$ cat src/rtl/fft_pkg.sv
// Shared types and defaults for the iterative radix-2 FFT address generator.
package fft_pkg;

  typedef enum logic [1:0] {
    ST_IDLE,
    ST_RUN,
    ST_DRAIN,
    ST_DONE
  } agu_state_e;

  localparam int unsigned FFT_N_LOG2_DEF = 8;
  localparam int unsigned FFT_LAT_DEF    = 2;
  localparam int unsigned FFT_STAGE_W    = 4;

endpackage

$ cat src/rtl/fft_delay_line.sv
// LAT-deep register chain for the write-back path; synchronous clear, hold when i_en is low.
module fft_delay_line
  import fft_pkg::*;
#(
  parameter int unsigned W     = 8,
  parameter int unsigned DEPTH = FFT_LAT_DEF
) (
  input  logic         i_clk,
  input  logic         i_rst,
  input  logic         i_en,
  input  logic [W-1:0] i_d,
  output logic [W-1:0] o_q
);

  logic [W-1:0] pipe_q [DEPTH];

  // Shift the chain one place per enabled cycle; reset empties every slot.
  always_ff @(posedge i_clk) begin
    if (i_rst) begin
      for (int unsigned i = 0; i < DEPTH; i++) pipe_q[i] <= '0;
    end else if (i_en) begin
      pipe_q[0] <= i_d;
      for (int unsigned i = 1; i < DEPTH; i++) pipe_q[i] <= pipe_q[i-1];
    end
  end

  assign o_q = pipe_q[DEPTH-1];

endmodule

$ cat src/rtl/fft_iter_agu.sv
// Address generator / sequencer for an in-place radix-2 DIT FFT.
// Optional feature: define FFT_AGU_STALL_EN to add the i_stall hold input.
module fft_iter_agu
  import fft_pkg::*;
#(
  parameter int unsigned N_LOG2 = FFT_N_LOG2_DEF,
  parameter int unsigned LAT    = FFT_LAT_DEF
) (
  input  logic                   i_clk,
  input  logic                   i_rst,
  input  logic                   i_start,
`ifdef FFT_AGU_STALL_EN
  input  logic                   i_stall,
`endif
  output logic                   o_busy,
  output logic                   o_done,
  output logic [FFT_STAGE_W-1:0] o_stage,
  output logic                   o_rd_en,
  output logic [N_LOG2-1:0]      o_rd_addr_a,
  output logic [N_LOG2-1:0]      o_rd_addr_b,
  output logic [N_LOG2-2:0]      o_tw_addr,
  output logic                   o_wr_en,
  output logic [N_LOG2-1:0]      o_wr_addr_a,
  output logic [N_LOG2-1:0]      o_wr_addr_b
);

  localparam int unsigned KW = N_LOG2 - 1;
  localparam int unsigned DW = 1 + 2 * N_LOG2;
  localparam logic [KW-1:0]          K_LAST = '1;
  localparam logic [FFT_STAGE_W-1:0] S_LAST = FFT_STAGE_W'(N_LOG2 - 1);
  localparam logic [FFT_STAGE_W-1:0] KW_S   = FFT_STAGE_W'(KW);
  localparam logic [3:0]             D_LAST = 4'(LAT - 1);

  agu_state_e             state_q, state_d;
  logic [KW-1:0]          k_q, k_d;
  logic [FFT_STAGE_W-1:0] s_q, s_d;
  logic [3:0]             dcnt_q, dcnt_d;
  logic                   stall;
  logic                   run;

`ifdef FFT_AGU_STALL_EN
  assign stall = i_stall;
`else
  assign stall = 1'b0;
`endif

  // Sequencer registers: state, butterfly counter, stage, drain counter.
  always_ff @(posedge i_clk) begin
    if (i_rst) begin
      state_q <= ST_IDLE;
      k_q     <= '0;
      s_q     <= '0;
      dcnt_q  <= '0;
    end else begin
      state_q <= state_d;
      k_q     <= k_d;
      s_q     <= s_d;
      dcnt_q  <= dcnt_d;
    end
  end

  // Next-state: walk k across a stage, drain LAT cycles, advance s, finish.
  always_comb begin
    state_d = state_q;
    k_d     = k_q;
    s_d     = s_q;
    dcnt_d  = dcnt_q;
    if (!stall) begin
      case (state_q)
        ST_IDLE: begin
          if (i_start) begin
            state_d = ST_RUN;
            k_d     = '0;
            s_d     = '0;
          end
        end
        ST_RUN: begin
          k_d = k_q + 1'b1;
          if (k_q == K_LAST) begin
            state_d = ST_DRAIN;
            dcnt_d  = '0;
          end
        end
        ST_DRAIN: begin
          if (dcnt_q == D_LAST) begin
            if (s_q == S_LAST) begin
              state_d = ST_DONE;
            end else begin
              state_d = ST_RUN;
              s_d     = s_q + 1'b1;
              k_d     = '0;
            end
          end else begin
            dcnt_d = dcnt_q + 1'b1;
          end
        end
        ST_DONE: begin
          state_d = ST_IDLE;
          s_d     = '0;
        end
        default: state_d = ST_IDLE;
      endcase
    end
  end

  // ((k >> s) << (s+1)) | p is formed by splitting k with a low-bit mask and
  // shifting the upper part up by one, which avoids a variable double shift.
  logic [KW-1:0]          mask_k, p_k, hi_k, tw_k;
  logic [N_LOG2-1:0]      addr_a, addr_b, half;
  logic [FFT_STAGE_W-1:0] tw_sh;

  assign mask_k = ~({KW{1'b1}} << s_q);
  assign p_k    = k_q & mask_k;
  assign hi_k   = k_q & ~mask_k;
  assign addr_a = {hi_k, 1'b0} | {1'b0, p_k};
  assign half   = {1'b0, mask_k} + N_LOG2'(1);
  assign addr_b = addr_a | half;
  assign tw_sh  = KW_S - s_q;
  assign tw_k   = p_k << tw_sh;

  assign run         = (state_q == ST_RUN);
  assign o_rd_en     = run & ~stall;
  assign o_rd_addr_a = run ? addr_a : '0;
  assign o_rd_addr_b = run ? addr_b : '0;
  assign o_tw_addr   = run ? tw_k : '0;
  assign o_stage     = s_q;
  assign o_busy      = (state_q != ST_IDLE);
  assign o_done      = (state_q == ST_DONE);

  logic [DW-1:0] wb;

  fft_delay_line #(
    .W     (DW),
    .DEPTH (LAT)
  ) u_wb_dly (
    .i_clk (i_clk),
    .i_rst (i_rst),
    .i_en  (~stall),
    .i_d   ({run, o_rd_addr_a, o_rd_addr_b}),
    .o_q   (wb)
  );

  assign o_wr_en     = wb[DW-1] & ~stall;
  assign o_wr_addr_a = wb[2*N_LOG2-1:N_LOG2];
  assign o_wr_addr_b = wb[N_LOG2-1:0];

endmodule
$ cat config.mk
export PLATFORM = sky130hd
export DESIGN_NAME = fft_iter_agu
export DESIGN_NICKNAME = d
export VERILOG_FILES = /design/src/rtl/fft_pkg.sv /design/src/rtl/fft_delay_line.sv /design/src/rtl/fft_iter_agu.sv
export SDC_FILE = /design/constraint.sdc
export NUM_CORES = 1
export LEC_CHECK = 0
export ABC_AREA = 1
export BUFFER_PORTS_ARGS = -buffer_cell sky130_fd_sc_hd__buf_2
export CORE_ASPECT_RATIO = 1.75
export CORE_MARGIN = 2
export CORE_UTILIZATION = 50
export DETAILED_ROUTE_END_ITERATION = 7
export GPL_TIMING_DRIVEN = 1
export HOLD_SLACK_MARGIN = 0.03
export PLACE_DENSITY = 0.7
export SYNTH_ARGS = -nofsm -noshare
export SYNTH_HDL_FRONTEND = slang
export SYNTH_SLANG_ARGS = --single-unit
$ cat constraint.sdc
create_clock -name i_clk -period 2.8 [get_ports i_clk]
set_input_delay 0.42 -clock i_clk [delete_from_list [all_inputs] [get_ports i_clk]]
set_output_delay 0.42 -clock i_clk [all_outputs]
set_load 0.05 [all_outputs]
Word level (Yosys, flattened, before mapping):

Memory sizes are Yosys's and may differ from the RTL's.
Index checks and enable logic that the tools add are counted.

* flip-flop bits (word level): 17
* input bits: 3
* logic and storage cells: 64
* output and inout bits: 47
* memories kept: 1
* memory bits (writable): 34

Memory list
* u_wb_dly.pipe_q: words 2, width 17, rd ports 2, clocked after memory_dff 0, wr ports 2, line fft_delay_line.sv:15 `logic [W-1:0] pipe_q [DEPTH];`

* reduce and logical (&&, ||, !) cells: 9
* shift operators: 2
* multiplexer cells: 24
* $add $sub $neg: 5
* equal/unequal tests: 11
* bitwise gates (word level): 8

Operator list (number)
* $mux 17: 2
* $mux 7: 4
* $pmux 7 s3: 1
* $mux 4: 5
* $mux 8: 2
* $and 7x7->7: 2
* $not 7->7: 2
* $pmux 4 s3: 1
* $add 4x1->4 const B: 2
* $add 7x1->8 const B: 1
* $mux 2: 4
* $ne 2x2->1 const B: 4
* $or 8x7->8: 1
* $or 8x8->8: 1
* $pmux 2 s4: 1
* $pmux 4 s2: 1
* $reduce_and 4->1: 2
* $add 7x1->7 const B: 1
* $eq 7x7->1 const B: 1
* $shl 7x4->7: 1
* $shl 7x4->7 const A: 1
* $reduce_and 3->1: 2
* $reduce_bool 3->1: 2
* $eq 2x2->1 const B: 2
* other kinds (9): 13

Longest topological paths before layout:

Gate-level depths: netlist (run 1).

* depth in word-level cells: 8
* gate-level depth with buffers: 11

Hierarchy:

A second synthesis (run 1) with hierarchy kept.

* cell total of the unflattened synthesis: 385
* area, all modules: 2970.3 um^2

By module, submodules not included
* fft_iter_agu: cells an instance 260, times used 1, area each 1506.4 um^2, seq. area each 340.3 um^2
* fft_delay_line: cells an instance 125, times used 1, area each 1463.9 um^2, seq. area each 1021.0 um^2

Worst setup path before layout (run 1):

Ideal clock, no wire load.

* path type: reg2out
* start: register s_q[0], in the netlist o_stage[0]
* end: output o_tw_addr[3]
* required time: 2.380 ns
* setup slack: -0.382 ns
* cell stages (with the launch flop): 9
* buffers on the path: 1
* data arrival time: 2.762 ns
* cell sequence: dfxtp_1 -> buf_2 -> clkinv_1 -> ha_1 -> nand2_4 -> nand3_1 -> o21ai_1 -> nor2_1 -> nor3_1

* word-level cells in the longest chain between the ends: 5
* elaborated cells between the ends (all ways): 6
* those cells by class: add/sub (1); shift (2); mux (1); bitwise (2)

Ends and longest elaborated chain
* from (decl): line fft_iter_agu.sv:36 `logic [FFT_STAGE_W-1:0] s_q, s_d;`
* from (signal assigned): line fft_iter_agu.sv:52 `s_q <= '0;`
* from (signal assigned): line fft_iter_agu.sv:57 `s_q <= s_d;`
* $shl 7x4->7: line fft_iter_agu.sv:112 `assign mask_k = ~({KW{1'b1}} << s_q);`
* $not 7->7: line fft_iter_agu.sv:112
* $and 7x7->7: line fft_iter_agu.sv:113 `assign p_k = k_q & mask_k;`
* $shl 7x4->7 (*): line fft_iter_agu.sv:119 `assign tw_k = p_k << tw_sh;`
* $mux 7 (*): line fft_iter_agu.sv:125 `assign o_tw_addr = run ? tw_k : '0;`
* to (decl): line fft_iter_agu.sv:21 `output logic [N_LOG2-2:0] o_tw_addr,`

Mark *: on every way between the ends. The rest lies on a longest branch, timed or not.

Worst setup path after layout (run 1):

* start: register s_q[2], in the netlist o_stage[2]
* end: output o_tw_addr[5]

The elaborated chain is that of the path after synthesis.

==> qor.yml, run 1 <==
postCtsSetupBuffers: 0
place_congestion: 0.892
hold_path_class: "reg2reg"
yosysTopAreaCell: "dfxtp_1"
syn_nets: 382
synth_edf_count: 0
ys_ff_latch: 51
core_area_um2: 5210
async_flop_share_pct: 0
yosysMostFrequentCell: "nand2_1"
crit_slowest_cell: "dfxtp_1"
drt_iter0_drc: 52
worst_slew_pin_slew_ns: 0.403
dieArea_um2: 5960
period_needed_ns: 2.60
routedWlPerCell_um: 12.5
ir_drop_uv: 439
cp-startpoint: "o_stage[2]"
die_x_um: 59.2
cts_resized: 0
ys_types: 40
place.port_buffers: 49
drive_above_1_share_pct: 26.5
period_share_pct: 93.0
die_y_um: 101
nets: 416
antenna_found_initial: 0
cp_max_fo: 8
clock_skew_ns: 0.00760
reg2regPathDepth: 8
whs_path_depth: 2
initial_core_util_pct: 51.2
p_leak_uw: 0.00147
dpl.hpwl_um: 4440
cpPeakStageDelay_ns: 0.58
clock-sinks: 51
reg2reg_slack_ns: 0.99
regArea_um2: 1020
maxCapViolations: 0
totalWireLength_um: 5760
drt.antenna.violating_nets: 0
synth_top_cells_by_count: "nand2_1 (72), nor2_1 (60), inv_1 (52)"
synth_top_area_share_pct: 38.2
finalSetupTns_ns: 0
grt_pass1_wl_um: 9560
track_usage_pct: 20.6
antennaDiodeCount: 0
cp.depth: 10
slew_viol_final: 0
setup_viol: 0
cts_tree: "yes"
dr.pass1.iters: 4
power.density_nw_per_um2: 564
fmax_mhz: 384
clock-root-buffer: "clkbuf_8"
grt_pass1_vias: 2169
maxSlewHeadroom_pct: 73.1
rsz0062_at_grt: "false"
clock_latency_ns: 0.30
whs_ns: 0.398
cts_buffers: 5
syn-cell-area_um2: 2670
via_count: 2363
overflow: 0
multi_input_comb_area_um2: 1270
grt_max_degree: 24
hold_buffers: 0
clock_path_buffers: 2
timing.final.hold_violations: 0
synth_warnings: 0
syn2layout_area_growth_pct: 11.0
critPathLaunchType: "flip-flop"
cpMostUsedCell: "nand2_1"
worstSetupPathType: "reg2out"
required_ns: 2.38
hp-start: "u_wb_dly.pipe_q[0][9]"
status: "complete, no violations"
routed_via_density: 5.11
io_pins: 50
drc: 0
rr_startpoint: "state_q[0]"
cp_data_arrival_time_ns: 2.18
critPathTopFamily: "flip-flops"
htreeDepth: 2
clk_pin_slew_ns: 0.09
crit_path_end_kind: "primary output"
critPathBufInv: 3
cp_cell_sequence: "inv_2 > ha_1 > nand2_2 > nand2_1 > nand2_1 > a21boi_0 > nor2_1 > nand2_1 > inv_1 > buf_2"
fp-row-count: 35
synth_area_leaders: "dfxtp_1 (38%), nand2_1 (10%), nor2_1 (8.4%), inv_1 (7.3%), buf_4 (4.8%)"
syn_inst: 372
nFillCells: 500
synth_ff_type: "dfxtp_1"
endpoint: "o_tw_addr[5]"
yosysSeqAreaShare_pct: 38.2
synth_area_per_cell_um2: 7.18
r2r_end: "dcnt_q[3]"
==> per-layer routing <==
metal / GRT usage [%] / share of wire, %
met5: 0 / 0
met4: 10.5 / 4.1
met3: 3.08 / 3.5
met2: 37.4 / 54
met1: 22.0 / 39
==> stage by stage <==
step / instance area (um2) / utilization (%) / power, uW / setup slack, ns / std cells
6_report: 2960 / 56.9 / 1670 / 0.196 / 462
5_1_grt: 2960 / 56.9 / 1750 / 0.0353 / 462
4_1_cts: 2960 / 56.8 / 1680 / 0.131 / 462
3_5_place_dp: 2850 / 54.6 / 1170 / 0.487 / 454
3_3_place_gp: 2850 / 54.6 / 1170 / 0.497 / 454
2_1_floorplan: 2690 / - / 1100 / 0.00499 / 372
==> tightest hold or removal path: cells and delay by family, from the launching register on <==
| family | cells | cell delay, ns |
|---|---|---|
| and+or+nand+nor | 1 | 0.03 |
| buffers and inverters | 1 | 0.04 |
| DFF | 1 | 0.30 |
==> report_power, final <==
part / switching [uW] / total (uW) / internal (uW)
clock network: 248 / 514 / 266
registers: 34.8 / 789 / 754
logic: 278 / 369 / 90.7
==> worst min path at each step <==
stage / end / slack [ns]
3_3_place_gp: u_wb_dly.pipe_q[0][18] / 0.39
2_1_floorplan: u_wb_dly.pipe_q[0][17] / 0.39
4_1_cts: u_wb_dly.pipe_q[0][26] / 0.40
5_1_grt: u_wb_dly.pipe_q[0][20] / 0.41
6_report: u_wb_dly.pipe_q[0][26] / 0.40
3_5_place_dp: u_wb_dly.pipe_q[0][26] / 0.39
==> layout make-up <==
cell class              instances  share of cell area (%)
clock inverters                 3                    1.48
flip-flops and latches         51                    34.5
multi-input cells             238                    42.9
well taps                      55                    2.32
clock buffers                   5                    2.32
inverters                      57                    7.22
repair buffers                 53                    9.29
==> kinds of logic (layout without fill, tap and decap cells) <==
logic type | count (synthesis) | count (layout) | share of synthesized area, %
and+or+nand+nor | 188 | 188 | 32.7
DFF | 51 | 51 | 38.2
xor gates and xnor gates | 2 | 2 | 0.656
AOI/OAI and AO/OA | 41 | 41 | 10.0
buffers and inverters | 83 | 118 | 15.1
adders and majority gates | 7 | 7 | 3.28
==> state kept, by name, summed over array words and instances, names as in the netlist <==
register         count
dcnt_q               4
u_wb_dly.pipe_q     34
k_q                  7
state_q              2
o_stage              4
==> placed cells by master, fill, tap and decap left out <==
cell type / instances
o21ai_2: 2
nor2_2: 6
ha_2: 1
nand4_1: 4
clkinv_4: 1
clkinv_1: 1
a21boi_0: 1
xor2_1: 1
a31oi_1: 2
a21oi_4: 1
buf_2: 49
a211oi_1: 1
bufinv_16: 1
nand3_2: 7
nor3_2: 2
buf_4: 4
o21ai_0: 11
or2_2: 1
a21oi_2: 9
nor2_4: 3
clkbuf_8: 5
nand2_2: 8
nand3_1: 23
nand3b_2: 1
inv_1: 52
nand2_4: 1
clkinv_2: 1
xnor2_1: 1
a31oi_2: 1
nor2_1: 57
nand3b_1: 2
and3_1: 1
dfxtp_1: 51
nand2_1: 72
o211ai_1: 1
a21oi_1: 10
o21ai_1: 1
inv_2: 4
ha_1: 6
o21bai_1: 1
Power figures use the tool's default switching activity.
==> inputs of run 2 (changes only) <==
--- a/config.mk
+++ b/config.mk
@@ -7,13 +7,13 @@
 export LEC_CHECK = 0
 export ABC_AREA = 1
 export BUFFER_PORTS_ARGS = -buffer_cell sky130_fd_sc_hd__buf_2
-export CORE_ASPECT_RATIO = 1.75
+export CORE_ASPECT_RATIO = 1.2
 export CORE_MARGIN = 2
 export CORE_UTILIZATION = 50
 export DETAILED_ROUTE_END_ITERATION = 7
 export GPL_TIMING_DRIVEN = 1
 export HOLD_SLACK_MARGIN = 0.03
-export PLACE_DENSITY = 0.7
+export PLACE_DENSITY = 0.73
 export SYNTH_ARGS = -nofsm -noshare
 export SYNTH_HDL_FRONTEND = slang
 export SYNTH_SLANG_ARGS = --single-unit
==> constraint.sdc (replaced) <==
create_clock -name i_clk -period 2.2 [get_ports i_clk]
set_input_delay 0.33 -clock i_clk [delete_from_list [all_inputs] [get_ports i_clk]]
set_output_delay 0.33 -clock i_clk [all_outputs]
set_load 0.05 [all_outputs]
==> run 2 against run 1 <==
Net effect:
- non-clock buffer count is 7 higher
- clock skew increased by 0.0040 ns
- sequential share of layout area shrank 2.3 points
- highest routed layer unchanged
- first-iteration DRC count grew 94%
- die area down 0.34%
- cell count rose by 3.0%
- via count increased by 1.2%
- sequential power grew 28%
- register-to-register slack got worse by 0.52 ns
- clock-buffer cell count increased by 1
- cell area rose by 8.5%
==> qor.yml, run 2 (synthesis gave the netlist of run 1 again) <==
required_ns: 1.87  # -0.51 ns
period_share_pct: 98.0
hold_buffers: 0  # unchanged
hp-start: "u_wb_dly.pipe_q[0][5]"
track_usage_pct: 19.7  # -0.95 points
largest_register_ffs: 34  # unchanged
grt_pass1_vias: 2124  # -2.1%
clock_skew_ns: 0.0117  # +0.00405 ns
finalInstanceArea_um2: 3210  # +8.5%
timing.final.hold_violations: 0  # unchanged
routedWlPerCell_um: 12.6  # +0.85%
nets: 423  # +1.7%
antennaDiodeCount: 0  # unchanged
syn2layout_area_growth_pct: 20.4
core_area_um2: 5230  # +0.26%
reg2reg_slack_ns: 0.47  # -0.52 ns
period_needed_ns: 2.16
dpl.hpwl_um: 4380  # -1.5%
routed_via_density: 5.03  # -1.8%
final_common_cell: "nand2_1"
cp_max_fo: 6  # -2
whs_path_depth: 2  # unchanged
setup_viol: 0  # unchanged
hold_path_class: "reg2reg"
clock-root-buffer: "clkbuf_8"
grt_max_degree: 23  # -4.2%
cts_tree: "yes"
htreeDepth: 2  # unchanged
p_int_uw: 1350  # +21%
reg_top3: "u_wb_dly.pipe_q x34, k_q x7"
clk_pin_slew_ns: 0.10  # about the same
maxSlewHeadroom_pct: 70.0  # -3.1 points
switching_share_pct: 35.0  # +1.4 points
clock_latency_ns: 0.30  # about the same
regMostFlops: "u_wb_dly.pipe_q"
clock-sinks: 51  # unchanged
status: "complete, no violations"
post_dp_cell_area_um2: 2900  # +1.9%
cp_data_arrival_time_ns: 1.83  # -0.35 ns
antenna_found_initial: 0  # unchanged
maxCapViolations: 0  # unchanged
min_to: "u_wb_dly.pipe_q[0][22]"
p_leak_uw: 0.00155  # +5.4%
power_frac_seq_pct: 48.5  # +1.3 points
clkPwrFrac_pct: 27.4  # -3.4 points
cp_cell_sequence: "buf_4 > ha_1 > inv_1 > nand2_2 > nand2_2 > o21ai_0 > nand2_1 > inv_1 > buf_2"
critPathLaunchType: "flip-flop"
io_pins: 50  # unchanged
power.density_nw_per_um2: 645  # +14%
critPathTopFamily: "buffers and inverters"
drive_above_1_share_pct: 34.1  # +7.5 points
rr_startpoint: "state_q[0]"
p_switching_uw: 726  # +29%
dr.pass1.iters: 4  # unchanged
cp.depth: 9  # -1
drt.antenna.violating_nets: 0  # unchanged
cpPeakStageDelay_ns: 0.42  # -0.16 ns
reg2regPathDepth: 8  # unchanged
combPwrFrac_pct: 24.1  # +2.0 points
dieArea_um2: 5940  # -0.34%
via_count: 2392  # +1.2%
cts_buffers: 5  # unchanged
crit_path_end_kind: "primary output"
ir_drop_uv: 483  # +10%
drt_iter0_drc: 101  # +94%
totalWireLength_um: 5990  # +3.9%
fp-row-count: 29  # -17%
final_cell_mix: "nand2_1 (64), nor2_1 (53), inv_1 (47)"
grt_pass1_wl_um: 9560  # about the same
place_congestion: 0.884  # -0.89%
slew_viol_final: 0  # unchanged
crit_slowest_cell: "dfxtp_4"
whs_ns: 0.403  # +0.00570 ns
initial_core_util_pct: 51.1  # -0.13 points
worst_slew_pin_slew_ns: 0.449  # +0.0465 ns
overflow: 0  # unchanged
critPathBufInv: 4  # +1
worstSetupPathType: "reg2out"
die_x_um: 70.7  # +19%
rsz0062_at_grt: "true"
place.port_buffers: 49  # unchanged
fin_total_pwr_uw: 2070  # +24%
die_y_um: 84.1  # -17%
fmax_mhz: 464
clock_path_buffers: 2  # unchanged
drc: 0  # unchanged
r2r_end: "dcnt_q[3]"
run 2: cell types whose count changed in the layout (fill, tap and decap cells not counted), sizes merged:
cell / before / now
buf: 53 / 55
bufinv: 1 / 0
clkbuf: 5 / 11
clkinv: 3 / 1
clkinvlp: 0 / 1
inv: 56 / 57
run 2: layout make-up:
class                      count  area, um2
fill                         474       2010
multi-input combinational    238       1390
sequential                    51       1030
timing repair buffer          60        394
inverter                      57        216
clock buffer                   6       82.6
tap                           62       77.6
clock inverter                 2       16.3
run 2: per-stage QoR:
| step | std cells | util, % | setup TNS [ns] | setup slack (ns) |
|---|---|---|---|---|
| CTS | 471 | 58.4 | 0 | 0.00377 |
| global placement | 461 | 55.5 | 0 | 0.196 |
| floorplan | 372 | - | 0 | 0.0402 |
| global route | 476 | 61.5 | -0.294 | -0.0493 |
| detailed placement | 461 | 55.5 | 0 | 0.158 |
| finish | 476 | 61.5 | 0 | 0.0433 |
run 2: power groups by stage:
stage	Combinational (uW)	Clock [uW]	Sequential [uW]
2_1_floorplan	391	0	1020
3_3_place_gp	461	0	1030
3_5_place_dp	468	0	1030
4_1_cts	477	579	1000
5_1_grt	541	620	1010
6_report	499	569	1010
run 2: per-layer routing:
metal  vias up  wire (um)  GRT usage [%]
met2        77       3010           34.8
met1      1080       2530           23.9
met4         0        126           5.66
li1       1219          -              -
met5         -          0              0
met3        16        322           3.86
run 2: timing repair:
item | in CTS | in global routing
buffers inserted | 2 | 5
setup endpoints to repair | 11 | 19
pin swaps | 1 | 8
resized for setup | 14 | 41
endpoints found under the hold margin | 0 | 0
run 2: worst max-delay path by stage:
stage                    start             end  slack [ns]
floorplan           o_stage[0]  o_rd_addr_b[3]        0.04
global placement    o_stage[2]  o_rd_addr_b[3]        0.20
detailed placement  o_stage[1]  o_rd_addr_b[3]        0.16
CTS                 o_stage[0]  o_rd_addr_b[3]       0.004
global route        o_stage[2]    o_tw_addr[6]       -0.05
finish              o_stage[2]  o_rd_addr_a[6]        0.04
run 2: tightest hold or removal path: stages, from the launching register on:
cell     delay [ns]
dfxtp_1        0.30
inv_1          0.04
nor2_1         0.03
